[src/rtl/mem_access_ctrl.sv]
// Fetch/load-store arbiter and sequencer for the shared 64-bit byte-banked data memory; narrow stores are read-modify-write.
// Optional feature macro MEMCTRL_MISALIGN_TRAP_EN refuses misaligned accesses and adds the if_err output.
module mem_access_ctrl #(
  parameter int ADDR_W = 64
) (
  input  logic              Clk,
  input  logic              Reset,
  input  logic              if_req,
  input  logic [ADDR_W-1:0] if_addr,
  output logic              if_done,
  output logic [31:0]       if_rdata,
`ifdef MEMCTRL_MISALIGN_TRAP_EN
  output logic              if_err,
`endif
  input  logic              d_req,
  input  logic              d_we,
  input  logic [1:0]        d_size,
  input  logic              d_unsigned,
  input  logic [ADDR_W-1:0] d_addr,
  input  logic [63:0]       d_wdata,
  output logic              d_done,
  output logic [63:0]       d_rdata,
  output logic              d_err,
  output logic [ADDR_W-1:0] mem_raddr,
  output logic [ADDR_W-1:0] mem_waddr,
  output logic [63:0]       mem_wdata,
  output logic              mem_wr,
  input  logic [63:0]       mem_rdata,
  output logic              busy
);
  typedef enum logic [2:0] {S_IDLE, S_RD, S_RW, S_WR, S_DONE} state_e;

  state_e            state_q;
  logic [ADDR_W-1:0] addr_q;
  logic              we_q, uns_q, port_q, last_d_q;
  logic [1:0]        size_q;
  logic [63:0]       wdata_q, rbuf_q;

  logic              req_any, grant_d, refused;
  logic [ADDR_W-1:0] addr_d;
  logic [1:0]        size_d;
  logic [7:0]        lane_mask;
  logic [63:0]       ext_data;

  // On a tie data wins unless data was the port served last.
  assign req_any = if_req | d_req;
  assign grant_d = d_req & (~if_req | ~last_d_q);
  assign addr_d  = grant_d ? d_addr : if_addr;
  assign size_d  = grant_d ? d_size : 2'b10;

`ifdef MEMCTRL_MISALIGN_TRAP_EN
  logic       err_q, trap_d;
  logic [2:0] align_mask;
  always_comb begin
    case (size_d)
      2'b00:   align_mask = 3'b000;
      2'b01:   align_mask = 3'b001;
      2'b10:   align_mask = 3'b011;
      default: align_mask = 3'b111;
    endcase
  end
  assign trap_d  = |(addr_d[2:0] & align_mask);
  assign refused = err_q;
  assign d_err   = d_done & err_q;
  assign if_err  = if_done & err_q;
`else
  assign refused = 1'b0;
  assign d_err   = 1'b0;
`endif

  always_ff @(posedge Clk) begin
    if (Reset) begin
      state_q  <= S_IDLE;
      addr_q   <= '0;
      we_q     <= 1'b0;
      uns_q    <= 1'b0;
      port_q   <= 1'b0;
      last_d_q <= 1'b0;
      size_q   <= 2'b00;
      wdata_q  <= '0;
      rbuf_q   <= '0;
`ifdef MEMCTRL_MISALIGN_TRAP_EN
      err_q    <= 1'b0;
`endif
    end else begin
      case (state_q)
        S_IDLE: begin
          if (req_any) begin
            port_q  <= grant_d;
            addr_q  <= addr_d;
            size_q  <= size_d;
            we_q    <= grant_d & d_we;
            uns_q   <= ~grant_d | d_unsigned;
            wdata_q <= d_wdata;
`ifdef MEMCTRL_MISALIGN_TRAP_EN
            err_q   <= trap_d;
            if (trap_d) state_q <= S_DONE;
            else
`endif
            if (grant_d && d_we && d_size == 2'b11) state_q <= S_WR;
            else state_q <= S_RD;
          end
        end
        S_RD: state_q <= S_RW;
        S_RW: begin
          rbuf_q  <= mem_rdata;
          state_q <= we_q ? S_WR : S_DONE;
        end
        S_WR: state_q <= S_DONE;
        S_DONE: begin
          last_d_q <= port_q;
`ifdef MEMCTRL_MISALIGN_TRAP_EN
          err_q    <= 1'b0;
`endif
          state_q  <= S_IDLE;
        end
        default: state_q <= S_IDLE;
      endcase
    end
  end

  assign busy      = (state_q != S_IDLE);
  assign mem_raddr = addr_q;
  assign mem_waddr = addr_q;
  assign mem_wr    = (state_q == S_WR) & ~Reset;
  assign if_done   = (state_q == S_DONE) & ~port_q;
  assign d_done    = (state_q == S_DONE) & port_q;
  assign if_rdata  = (if_done & ~refused) ? rbuf_q[31:0] : 32'h0;
  assign d_rdata   = (d_done & ~refused) ? ext_data : 64'h0;

  // Store lanes come from wdata_q; the rest are written back from the read buffer.
  always_comb begin
    case (size_q)
      2'b00:   lane_mask = 8'h01;
      2'b01:   lane_mask = 8'h03;
      2'b10:   lane_mask = 8'h0F;
      default: lane_mask = 8'hFF;
    endcase
    for (int k = 0; k < 8; k++)
      mem_wdata[8*k +: 8] = lane_mask[k] ? wdata_q[8*k +: 8] : rbuf_q[8*k +: 8];
  end

  always_comb begin
    case (size_q)
      2'b00:   ext_data = {{56{~uns_q & rbuf_q[7]}},  rbuf_q[7:0]};
      2'b01:   ext_data = {{48{~uns_q & rbuf_q[15]}}, rbuf_q[15:0]};
      2'b10:   ext_data = {{32{~uns_q & rbuf_q[31]}}, rbuf_q[31:0]};
      default: ext_data = rbuf_q;
    endcase
  end
endmodule

[config.mk]
export PLATFORM = sky130hd
export DESIGN_NAME = mem_access_ctrl
export DESIGN_NICKNAME = d
export VERILOG_FILES = /design/src/rtl/mem_access_ctrl.sv
export SDC_FILE = /design/constraint.sdc
export NUM_CORES = 1
export LEC_CHECK = 0
export ABC_AREA = 1
export CORE_AREA = 2 2 214 216
export CTS_CLUSTER_DIAMETER = 60
export DETAILED_ROUTE_END_ITERATION = 12
export DIE_AREA = 0 0 216 218
export PLACE_DENSITY = 0.53
export SETUP_SLACK_MARGIN = 0.2
export SYNTH_ARGS = -nofsm -noshare
export SYNTH_HDL_FRONTEND = slang
export SYNTH_SLANG_ARGS = --single-unit
[constraint.sdc]
create_clock -name Clk -period 4 [get_ports Clk]
set_clock_uncertainty 0.05 [all_clocks]
set_input_delay 0.4 -clock Clk [delete_from_list [all_inputs] [get_ports Clk]]
set_output_delay 0.4 -clock Clk [all_outputs]
set_load 0.01 [all_outputs]
# --- Word level (Yosys, flattened, before mapping) ---
# Cells that the tools add are included.
totals:
  input_bits: 264
  wordCells: 58
  reg_bits: 201
classes:
  n_reduce_logical: 6
  eq_ne: 8
  n_mux: 18
  n_bitwise: 17
op_table:
  columns: ["operator", "n"]
  rows:
  - ["$pmux 64 s3", 1]
  - ["$mux 64", 2]
  - ["$mux 8", 8]
  - ["$mux 32", 1]
  - ["$pmux 8 s3", 1]
  - ["$pmux 3 s4", 1]
  - ["$and 1x1->1", 8]
  - ["$eq 3x2->1 const B", 2]
  - ["$mux 3", 2]
  - ["$not 1->1", 6]
  - ["$eq 2x2->1 const B", 2]
  - ["$mux 2", 2]
  - ["$eq 3x1->1 const B", 1]
  - ["$eq 3x3->1 const B", 1]
  - ["$logic_not 3->1", 1]
  - ["$or 1x1->1", 3]
  - ["$reduce_bool 3->1", 1]
  - ["$eq 2x1->1 const B", 1]
  - ["$logic_and 1x1->1", 2]
  - ["$logic_not 2->1", 1]
  - ["$ne 2x2->1 const B", 1]
  - ["$reduce_and 2->1", 1]

# --- Longest topological paths before layout ---
logic_depth:
  ltp_word: 8
  mapped_depth: 9

# --- Worst setup path after synthesis ---
# OpenSTA, ideal clock, no wires.
synth_path:
  path_kind: "reg-to-output"
  start: "register state_q[0]"
  end: "output port if_rdata[10]"
  n_path_buf: 1
  path_stages_with_launch: 7
  required_ps: 3550
  setup_slack_ps: 2226
  arrival_ps: 1324
  path_cell_list: "dfxtp_1 > nor3_2 > inv_1 > nor2_1 > inv_1 > clkbuf_1 > nor2_1"
synth_via:
  elab_chain_cells: 3
synth_rtl:
  columns: ["item", "line_no", "rtl"]
  rows:
  - ["start, declared", "33", "state_e state_q;"]
  - ["start signal, assigned", "107", "state_q <= we_q ? S_WR : S_DONE;"]
  - ["$eq 3x3->1", "126", "assign if_done = (state_q == S_DONE) & ~port_q;"]
  - ["$and 1x1->1", "126", null]
  - ["net if_done", "10", "output logic if_done,"]
  - ["$mux 32", "128", "assign if_rdata = (if_done & ~refused) ? rbuf_q[31:0] : 32'h0;"]
  - ["end, declared", "11", "output logic [31:0] if_rdata,"]
# The timed path passes the listed nets, and every way through them passes these cells.

# --- Worst setup path in the final report ---
layout_path:
  start: "register size_q[1]"
  end: "output port d_rdata[48]"
layout_via:
  elab_chain_cells: 3
layout_rtl:
  columns: ["item", "line_no", "rtl"]
  rows:
  - ["start, declared", "36", "logic [1:0] size_q;"]
  - ["start signal, assigned", "91", "size_q <= size_d;"]
  - ["$eq 2x2->1, or another cell as far along", "144", "case (size_q)"]
  - ["$pmux 64 s3 (*)", "144", null]
  - ["$mux 64 (*)", "129", "assign d_rdata = (d_done & ~refused) ? ext_data : 64'h0;"]
  - ["end, declared", "22", "output logic [63:0] d_rdata,"]
# Every way passes the cells marked *; elsewhere a longest branch is shown, timed or not.

==> flow_metrics.env <==
export IMPL_p_per_area_mw_per_mm2=424
export IMPL_syn_area_mm2=0.00971
export IMPL_worst_setup_path_type="flop to output port"
export IMPL_p_sw_w=0.00217
export IMPL_yosys_top_cells_count="514 x nand2_1, 201 x dfxtp_1, 188 x a21oi_1, 180 x nor2_1, 94 x o21ai_0"
export IMPL_start_util=0.216
export IMPL_synth_cell_types=21
export IMPL_die_h_um=218
export IMPL_worst_path_buf_inv=3
export IMPL_cap_viol_max_count=0
export IMPL_hold_viol_final=0
export IMPL_drive_gt1_frac=0.0526
export IMPL_async_flop_share=0
export IMPL_stdcell_count=2484
export IMPL_ir_drop_v=0.000254
export IMPL_total_leakage_power_nw=6.24
export IMPL_p_clk_frac=0.348
export IMPL_crit_path_max_incr_delay_ns=0.56
export IMPL_grt_pass1_wl_mm=64.3
export IMPL_io_buffers=555
export IMPL_synth_yosys_seq_area_share=0.415
export IMPL_slew_headroom=0.157
export IMPL_antenna_found_initial=2
export IMPL_wire_per_inst_um=17.4
export IMPL_vias=10800
export IMPL_yosys_warnings=0
export IMPL_grtUsageTotal=0.174
export IMPL_path_max_fanout=49
export IMPL_min_period_ns=3.39
export IMPL_power_frac_comb=0.288
export IMPL_ctsHoldBuffers=0
export IMPL_min_period_over_period=0.848
export IMPL_cp_required_ns=3.55
export IMPL_nets=2131
export IMPL_switching_share=0.320
export IMPL_crit_family="buffers and inverters"
export IMPL_fill_cells=4785
export IMPL_viasPerCell=4.33
export IMPL_grt_setup_unrepaired="no"
export IMPL_cp_start_kind="flop"
export IMPL_routed_wl_mm=43.2
export IMPL_internal_power_w=0.00460
export IMPL_synth_top_cell_by_area="dfxtp_1"
export IMPL_worst_pin_slew_ns=1.26
export IMPL_post_cts_buffers=0
export IMPL_synth_edff_count=0
export IMPL_slew_viol_final=0
export IMPL_areaGrowthSynthToFinish_pct=64.6
export IMPL_die_x_um=216
export IMPL_clock_latency_ns=0.55
export IMPL_die_area_mm2=0.0471
export IMPL_syn_area_per_cell_um2=6.73
export IMPL_setup_violations=0
export IMPL_netlist_area_leader_share=0.415
export IMPL_post_place_cells=2437
export IMPL_cts_buffer_depth=3
export IMPL_cts_sinks=201
export IMPL_io_pins=557
export IMPL_grt_overflow=0
export IMPL_cts_tree="yes"
export IMPL_critPathSlowestCell="clkdlybuf4s50_1"
export IMPL_cp_arrival_ns=2.94
export IMPL_root_buffer="clkbuf_16"
export IMPL_grt_max_degree=132
export IMPL_first_pass_iters=5
export IMPL_synth_nets=1707
export IMPL_synth_seq_cells=201
export IMPL_yosysMostFrequentCell="nand2_1"
export IMPL_grt_pass1_vias=10700
export IMPL_dpl_hpwl_mm=30.8
export IMPL_cts_buffers=28
export IMPL_path_cells="buf_4 -> nand2_1 -> or2_2 -> nand3_1 -> nand2_1 -> buf_4 -> nor2_1 -> clkdlybuf4s50_1"
export IMPL_synthCells=1443
export IMPL_htree_levels=1
export IMPL_max_freq_ghz=0.295
export IMPL_clkTransAtPathRegs_ns=0.06
export IMPL_postRouteAntennaNets=0
export IMPL_cts_resized=0
export IMPL_synth_ff_type="dfxtp_1"
export IMPL_core_area_mm2=0.0449
export IMPL_totalNegativeSetupSlack_ns=0
export IMPL_gp_congestion=0.885
export IMPL_seqPwrFrac=0.365
export IMPL_run_status="finished, final reports clean"
export IMPL_route_detailed_drc=0
export IMPL_netlist_top_cells_area="dfxtp_1 41%, nand2_1 20%, a21oi_1 9.7%"
export IMPL_regArea_mm2=0.00402
export IMPL_multiInputGateArea_mm2=0.00448
export IMPL_hp_class="input pin to flop"
export IMPL_cp_end_kind="output port"
export IMPL_rows=78
export IMPL_drt_iter0_drc=557
## cell families after synthesis
group | Yosys count | share of synthesized area
AOI/OAI and AO/OA | 284 | 0.148
buffers and inverters | 221 | 0.126
DFF | 201 | 0.415
muxes | 32 | 0.0371
other | 1 | 0.000386
and+or+nand+nor | 704 | 0.274
## power groups by stage
stage / combinational, W / sequential [W] / clock (W)
after floorplan: 0.00106 / 0.00247 / 0
after global routing: 0.00213 / 0.00250 / 0.00253
after detailed placement: 0.00197 / 0.00251 / 0
after global placement: 0.00196 / 0.00251 / 0
after CTS: 0.00198 / 0.00247 / 0.00243
final: 0.00195 / 0.00247 / 0.00235
## cells in the final DEF (no fill, tap or decap), drive strengths merged
cell type,synthesis,layout
clkdlybuf4s50,0,554
nand2,516,516
dfxtp,201,201
a21oi,189,189
nor2,180,180
o21ai,94,94
inv,46,49
clkbuf,48,36
mux2,32,32
buf,127,15
nand3,5,5
clkinv,0,5
diode,0,2
nor3,2,2
or2,1,1
a211oi,1,1
conb,1,1
bufinv,0,1
## worst register-to-register path: cells and delay by family, from the launching register on
kind / cells / cell delay [ns]
compound gates: 2 / 0.32
buf+inv: 1 / 0.67
flops: 1 / 0.34
simple gates: 3 / 0.66
## registers in the layout (all words and copies together), names as in the netlist
signal and flops:
state_q 3, last_d_q 1, uns_q 1, rbuf_q 64, port_q 1, size_q 2, wdata_q 64, we_q 1
mem_raddr 64
## worst paths after layout
path	cells after the start	from	end	slack, ns
max	8	size_q[1]	d_rdata[48]	0.61
min reg2reg	2	wdata_q[57]	wdata_q[57]	0.41
min	3	d_wdata[22]	wdata_q[22]	0.34
max reg2reg	6	state_q[0]	mem_raddr[2]	1.87
## cell type report
cell class | instances | area share
Clock inverter | 9 | 0.00603
Inverter | 46 | 0.0108
Tap cell | 600 | 0.0470
Antenna cell | 2 | 0.000313
Clock buffer | 36 | 0.0476
Timing Repair Buffer | 569 | 0.356
Multi-Input combinational cell | 1021 | 0.281
Sequential cell | 201 | 0.252
## per-layer routing
layer | GRT usage | part of all wire
met5 | 0 | 0
met4 | 0.0521 | 0.023
met3 | 0.0377 | 0.069
met2 | 0.298 | 0.48
met1 | 0.219 | 0.43
## stage by stage
step                       util  hold slack [ns]  total power [W]  cell area [µm²]  setup slack, ns
after floorplan               -            0.381          0.00353             9710             2.23
after global placement    0.337            0.401          0.00446            15100             1.20
after detailed placement  0.337            0.406          0.00447            15100             1.19
after CTS                 0.356            0.313          0.00688            16000            0.582
after global routing      0.356            0.328          0.00716            16000            0.402
final                     0.356            0.342          0.00677            16000            0.609
No activity file was read; power rests on OpenSTA's default activity.
